===== src/rtl/fifo_arb_pkg.sv =====
// Shared types and defaults for the FIFO write-port arbiter.
// Imported by the arbiter top and its round-robin picker.
package fifo_arb_pkg;

    typedef enum logic {IDLE, BURST} arb_state_t;

    localparam int ARB_NUM_REQ   = 4;
    localparam int ARB_MAX_BURST = 4;

    // Index width that never collapses to zero bits.
    function automatic int arb_idx_w(input int n);
        return (n <= 2) ? 1 : $clog2(n);
    endfunction

endpackage


===== src/rtl/fifo_wr_arbiter_picker.sv =====
// Combinational round-robin picker: first set request at or after ptr,
// wrapping modulo NUM_REQ.
module rr_priority_picker
    import fifo_arb_pkg::*;
#(
    parameter int  NUM_REQ = ARB_NUM_REQ,
    localparam int IW      = arb_idx_w(NUM_REQ)
) (
    input  logic [NUM_REQ-1:0] req,
    input  logic [IW-1:0]      ptr,
    output logic [IW-1:0]      winner,
    output logic               any
);

    always_comb begin
        int         idx;
        logic [IW-1:0] w;
        idx    = 0;
        w      = '0;
        winner = '0;
        any    = |req;
        // Scan downward so the candidate closest to ptr is written last.
        for (int i = NUM_REQ - 1; i >= 0; i--) begin
            idx = (int'(ptr) + i) % NUM_REQ;
            w   = idx[IW-1:0];
            if (req[w]) begin
                winner = w;
            end
        end
    end

endmodule


===== src/rtl/fifo_wr_arbiter.sv =====
// Round-robin burst arbiter sharing one FIFO write port among
// NUM_REQ valid/ready producers, with full back-pressure and burst cap.
module fifo_wr_arbiter
    import fifo_arb_pkg::*;
#(
    parameter int  NUM_REQ   = ARB_NUM_REQ,
    parameter int  DATA_SIZE = 8,
    parameter int  MAX_BURST = ARB_MAX_BURST,
    localparam int IW        = arb_idx_w(NUM_REQ),
    localparam int CW        = $clog2(MAX_BURST + 1)
) (
    input  logic                         clock,
    input  logic                         reset,
    input  logic [NUM_REQ-1:0]           req_valid,
    input  logic [NUM_REQ-1:0]           req_last,
    input  logic [NUM_REQ*DATA_SIZE-1:0] req_data,
    output logic [NUM_REQ-1:0]           req_ready,
    input  logic                         fifo_full,
    output logic                         fifo_wr_en,
    output logic [DATA_SIZE-1:0]         fifo_data_in,
    output logic [IW-1:0]                grant_id,
    output logic                         grant_active
);

    arb_state_t    state_q, state_d;
    logic [IW-1:0] grant_q, grant_d;
    logic [IW-1:0] rr_q, rr_d;
    logic [CW-1:0] cnt_q, cnt_d;

    logic [IW-1:0] winner;
    logic          any;
    logic          in_burst;
    logic          sel_valid;
    logic          sel_last;
    logic          cap;
    logic          xfer;
    logic          done;

    rr_priority_picker #(
        .NUM_REQ (NUM_REQ)
    ) u_picker (
        .req    (req_valid),
        .ptr    (rr_q),
        .winner (winner),
        .any    (any)
    );

    assign in_burst  = (state_q == BURST);
    assign sel_valid = req_valid[grant_q];
    assign sel_last  = req_last[grant_q];
    assign cap       = (cnt_q == CW'(MAX_BURST - 1));
    assign xfer      = in_burst & sel_valid & ~fifo_full;
    // An owner that stops offering while the FIFO has room gives up the port.
    assign done      = (xfer & (sel_last | cap))
                     | (~sel_valid & ~fifo_full);

    assign fifo_wr_en   = xfer;
    assign grant_id     = grant_q;
    assign grant_active = in_burst;

    always_comb begin
        req_ready    = '0;
        fifo_data_in = '0;
        if (in_burst) begin
            req_ready[grant_q] = ~fifo_full;
            fifo_data_in = req_data[int'(grant_q)*DATA_SIZE +: DATA_SIZE];
        end
    end

    always_comb begin
        state_d = state_q;
        grant_d = grant_q;
        rr_d    = rr_q;
        cnt_d   = cnt_q;
        unique case (state_q)
            IDLE: begin
                if (any) begin
                    state_d = BURST;
                    grant_d = winner;
                    cnt_d   = '0;
                    rr_d    = (winner == IW'(NUM_REQ - 1)) ? '0
                            : winner + 1'b1;
                end
            end
            BURST: begin
                if (xfer) begin
                    cnt_d = cnt_q + 1'b1;
                end
                if (done) begin
                    state_d = IDLE;
                end
            end
            default: state_d = IDLE;
        endcase
    end

    always_ff @(posedge clock) begin
        if (reset) begin
            state_q <= IDLE;
            grant_q <= '0;
            rr_q    <= '0;
            cnt_q   <= '0;
        end else begin
            state_q <= state_d;
            grant_q <= grant_d;
            rr_q    <= rr_d;
            cnt_q   <= cnt_d;
        end
    end

endmodule


===== config.mk =====
export PLATFORM = sky130hd
export DESIGN_NAME = fifo_wr_arbiter
export DESIGN_NICKNAME = d
export VERILOG_FILES = /design/src/rtl/fifo_arb_pkg.sv /design/src/rtl/fifo_wr_arbiter_picker.sv /design/src/rtl/fifo_wr_arbiter.sv
export SDC_FILE = /design/constraint.sdc
export NUM_CORES = 1
export LEC_CHECK = 0
export BUFFER_PORTS_ARGS = -buffer_cell sky130_fd_sc_hd__clkbuf_2
export CAP_MARGIN = 20
export CELL_PAD_IN_SITES_DETAIL_PLACEMENT = 0
export CELL_PAD_IN_SITES_GLOBAL_PLACEMENT = 1
export CORE_MARGIN = 2
export CORE_UTILIZATION = 27
export CTS_CLUSTER_SIZE = 8
export DETAILED_ROUTE_END_ITERATION = 10
export GPL_TIMING_DRIVEN = 0
export MAX_ROUTING_LAYER = met4
export PLACE_DENSITY_LB_ADDON = 0.1
export SLEW_MARGIN = 10
export SYNTH_ARGS = -nofsm -noshare
export SYNTH_HDL_FRONTEND = slang
export SYNTH_SLANG_ARGS = --single-unit

===== constraint.sdc =====
create_clock -name clock -period 2 [get_ports clock]
set_input_delay 0.2 -clock clock [delete_from_list [all_inputs] [get_ports clock]]
set_output_delay 0.2 -clock clock [all_outputs]
set_load 0.05 [all_outputs]

After elaboration in Yosys (flattened, before gate mapping)
Index checks and enable logic that the tools add are counted.
Word-level totals
  register bits: 8
  input port bits: 43
Cells by class
  add/sub/neg operators: 5
  $lt $le $gt $ge: 6
  eq/ne operators: 4
  shift operators: 1
  multiplexer cells: 27
  bitwise gates (word level): 10
  reductions and logical operators: 4
Operators with widths (count)
  32-bit by 6-bit variable part select with 8-bit output: 1
  2-bit by 3-bit < comparator with 1-bit output (second input constant): 5
  1-bit binary-select mux with 2-bit select: 6
  2-bit two-way mux: 5
  1-bit two-way mux: 9
  8-bit two-way mux: 1
  3-bit two-way mux: 2
  3-bit case mux with 2 select lines: 1
  2-bit by 1-bit adder with 2-bit output (second input constant): 2
  2-bit adder (second input constant): 2
  1-bit bitwise AND: 4
  4-bit bitwise AND: 1
  4-bit two-way mux: 1
  2-bit AND reduction: 2
  4-bit OR reduction: 1
  3-bit by 1-bit adder with 3-bit output (second input constant): 1
  3-bit by 2-bit == test with 1-bit output (second input constant): 1
  1-bit inverter: 3
  1-bit demux with 2-bit select: 1
  2-bit == test (second input constant): 1
  2-bit by 1-bit >= comparator with 1-bit output (second input constant): 1
  2-bit by 1-bit != test with 1-bit output (second input constant): 1
  2-bit != test (second input constant): 1
  1-bit OR: 2
  2 further kinds: 2

Logic depth before layout (Yosys ltp)
  depth after elaboration: 9
  depth in mapped cells: 7

Cells and area by module
Synthesis repeated with hierarchy kept, for this count alone.
Unflattened totals
  cell total of the unflattened synthesis: 86
  area total of the unflattened synthesis: 808.3 um^2
Modules (own cells, without submodules)
  fifo_wr_arbiter: times used 1, cells each 73, area an instance 730.7 um^2, sequential area each 160.2 um^2
  rr_priority_picker: times used 1, cells each 13, area an instance 77.6 um^2, sequential area each 0.0 um^2

Least setup slack after synthesis
Ideal clock, no wire load.
  path type: register -> output
  from: register state_q (netlist: grant_active)
  to: output req_ready[0]
  arrival: 2.219 ns
  data required time: 1.800 ns
  path slack: -0.419 ns
  cell stages (with the launch flop): 3
  buffers on the path: 0
  cells stage by stage: dfxtp_1 -> nor2b_1 -> nor3b_1
Between the ends
  longest elaborated chain between the ends: 1
Ends and longest elaborated chain
  start, declared: line fifo_wr_arbiter.sv:25  | arb_state_t state_q, state_d;
  start signal, assigned: line fifo_wr_arbiter.sv:104  | state_q <= state_d;
  4-bit two-way mux: line fifo_wr_arbiter.sv:64  | if (in_burst) begin
  end, declared: line fifo_wr_arbiter.sv:17  | output logic [NUM_REQ-1:0] req_ready,
Every way passes these cells.

Final worst setup path
  from: register grant_q[0] (netlist: grant_id[0])
  to: output fifo_data_in[2]
Between the ends
  longest elaborated chain between the ends: 2
Ends and longest elaborated chain
  start, declared: line fifo_wr_arbiter.sv:26  | logic [IW-1:0] grant_q, grant_d;
  start signal, assigned: line fifo_wr_arbiter.sv:105  | grant_q <= grant_d;
  32-bit by 6-bit variable part select with 8-bit output: line fifo_wr_arbiter.sv:66  | fifo_data_in = req_data[int'(grant_q)*DATA_SIZE +: DATA_SIZE];
  8-bit two-way mux: line fifo_wr_arbiter.sv:64
  end, declared: line fifo_wr_arbiter.sv:20  | output logic [DATA_SIZE-1:0] fifo_data_in,
Every way passes these cells.

==> results.json <==
{
  "ir_worst_vdd_v": 0.000355,
  "worstSetupPathType": "reg -> out",
  "leakage_nw": 0.572,
  "slowest_stage": "mux4_2",
  "pin_count": 59,
  "combPwrFrac_pct": 52.9,
  "drt_iter0_drc": 16,
  "synth.distinct_cells": 36,
  "hold_viol_final": 0,
  "setup_tns_ns": 0,
  "yosysTopAreaCell": "mux4_2",
  "dpl_worst_slack_ns": 0.0283,
  "seqPwrFrac_pct": 27.5,
  "relSlewSlack_pct": 70.6,
  "grt.total_usage_pct": 14.3,
  "cts-buffers-inserted": 3,
  "p_int_mw": 0.397,
  "grt_pass1_wl_um": 3560,
  "viasPerCell": 5.17,
  "p_switching_mw": 0.292,
  "setup_violations": 0,
  "antenna_found_initial": 0,
  "critPathMaxStageDelay_ns": 0.48,
  "drc": 0,
  "fin_worst_skew_ns": 0.00279,
  "nets": 190,
  "r2r_setup_slack_ns": 0.19,
  "cp-end-kind": "output port",
  "yosys_warnings": 0,
  "initial_core_util_pct": 28.8,
  "postSynthAreaPerCell_um2": 9.77,
  "synth_area_um2": 801,
  "min_period_ns": 1.90,
  "dp_hpwl_um": 1880,
  "drt-pass1-iter-count": 3,
  "rows": 19,
  "place.gp.congestion": 0.699,
  "cts.sinks": 8,
  "worstPathArrival_ns": 1.70,
  "dpl_cell_area_um2": 1140,
  "powerDensity_nw_per_um2": 590,
  "wirelength_um": 2290,
  "htree_levels": 1,
  "dieArea_um2": 3420,
  "whs_ns": 0.204,
  "fin_area_um2": 1170,
  "ant_nets": 0,
  "synth_fp_nets": 128,
  "clock_latency_ns": 0.27,
  "rsz0062_at_grt": "false",
  "die_h_um": 58.5,
  "port_buffers": 58,
  "grt_max_degree": 11,
  "cp_max_fo": 10,
  "power.share.clock_pct": 19.6,
  "cap_violations": 0,
  "ys_ff_latch": 8,
  "synthTopCellsByArea": "mux4_2 (25%), dfxtp_1 (20%), and2_1 (6.3%)",
  "max_freq_mhz": 527,
  "area_delta_synth_final_pct": 45.8,
  "layout-drive-gt1-share_pct": 56.3,
  "grt_pass1_vias": 806,
  "grt-ovfl-total": 0,
  "cts_tree": "yes",
  "yosysSeqAreaShare_pct": 20.0,
  "fill_cells": 300,
  "clk_pin_slew_ns": 0.06,
  "synth_top_area_share_pct": 25.3,
  "hold_depth": 3,
  "fp.coreArea_um2": 2780,
  "worstSetupStartpointType": "flip-flop",
  "num_vias": 895,
  "reg2reg_depth": 7,
  "setup_ws_ns": 0.104,
  "netlist_instances": 82,
  "cp_cell_sequence": "buf_8 -> mux4_2 -> and2_1 -> buf_2",
  "min_path_type": "in -> reg",
  "cts.path.max_buffers": 2,
  "fin_crit_sh_pct": 94.8,
  "worstMarginPinSlew_ns": 0.441,
  "status": "finished, final reports clean",
  "clockRootBuffer": "clkbuf_4",
  "routedWlPerCell_um": 13.2,
  "die_x_um": 58.5,
  "netSwitchingFraction_pct": 42.4,
  "n_antenna_cell": 0,
  "cts_hold_buf": 0,
  "required_ns": 1.80,
  "slew_violations": 0
}
[placed cells by master, fill, tap and decap left out, types with 2 or more instances in the layout]
master / instances
a21oi_1: 5
and2_1: 8
buf_2: 5
clkbuf_1: 3
clkbuf_2: 55
clkbuf_4: 3
dfxtp_1: 7
ha_1: 3
inv_1: 2
mux4_2: 9
nand2_1: 6
nand2b_1: 2
nand4b_1: 2
nor2_1: 5
nor2b_1: 2
or3_1: 2
[critical path: cells and delay by family (launching register included)]
family                 cells  cell delay [ns]
muxes                      1             0.48
DFF                        1             0.42
buffers and inverters      2             0.36
and+or+nand+nor            1             0.17
[state kept, by name, indices dropped and copies added (netlist names)]
| signal | count |
|---|---|
| cnt_q | 3 |
| grant_active | 1 |
| grant_id | 2 |
| rr_q | 2 |
[cell type report]
class	count	area [um^2]	share of cell area, %
buffer	7	47.5	4.07
tap	31	38.8	3.32
clock buffer	3	22.5	1.93
multi-input combinational	63	593	50.8
timing repair buffer	58	290	24.9
sequential	8	164	14.0
inverter	3	11.3	0.965
[worst paths after layout]
path	start	endpoint
setup / recovery	grant_id[0]$_SDFFE_PP0P_	fifo_data_in[2]
hold / removal	fifo_full	grant_active$_SDFF_PP0_
setup reg to reg	rr_q[1]$_SDFFE_PP0P_	rr_q[0]$_SDFFE_PP0P_
hold reg to reg	cnt_q[0]$_SDFFE_PP0P_	cnt_q[0]$_SDFFE_PP0P_
[metrics by stage]
step           utilization [%]  instances  total power [mW]
2_1_floorplan                -         82             0.456
3_3_place_gp              40.8        171             0.555
3_5_place_dp              40.8        171             0.558
4_1_cts                   41.8        173             0.698
5_1_grt                   42.0        173             0.731
6_report                  42.0        173             0.689
[kinds of logic (layout without fill, tap and decap cells)]
| kind of cell | count (synthesis) | in the layout | synth area share [%] |
|---|---|---|---|
| AO/OA/AOI/OAI | 14 | 14 | 12.8 |
| adder cells (fa/ha/maj) | 3 | 3 | 4.69 |
| buffers and inverters | 11 | 71 | 6.56 |
| flip-flops | 8 | 8 | 20.0 |
| multiplexers | 11 | 11 | 29.8 |
| AND/OR/NAND/NOR | 35 | 35 | 26.1 |
[Yosys cell counts (all sizes together)]
master	count
a21oi	5
a22o	1
a31oi	1
and2	8
and3	1
and3b	1
buf	3
clkbuf	5
dfxtp	8
ha	3
inv	3
mux2i	1
mux4	10
nand2	7
nand2b	2
nand4b	2
nand4bb	1
nor2	5
nor2b	2
nor3	1
nor3b	1
nor4	1
o21a	1
o21ai	1
o221ai	1
o22a	1
o31ai	1
o32ai	1
o41ai	1
or2	1
or3	2
[power by group through the flow]
stage | combinational, mW | sequential (mW) | clock [mW]
after floorplan | 0.249 | 0.208 | 0
after global placement | 0.369 | 0.186 | 0
after detailed placement | 0.372 | 0.186 | 0
after CTS | 0.368 | 0.190 | 0.140
after global routing | 0.392 | 0.192 | 0.146
final | 0.365 | 0.189 | 0.135
[per-layer routing]
layer  wire length, um  part of all wire, %  track usage (%)  vias up
li1                  -                    -                -      434
met1               965                   42             16.2      411
met2              1030                   45             23.9       45
met3               247                   11             2.20        5
met4                44                  1.9             7.97        0
met5                 0                    0                -        -
[timing repair]
action                                  in CTS  in global routing
gates cloned                                 0                  0
endpoints found under the setup margin       5                  5
gates resized for setup                      4                  6
buffers inserted                             0                  0
(Power assumes the default switching activity.)
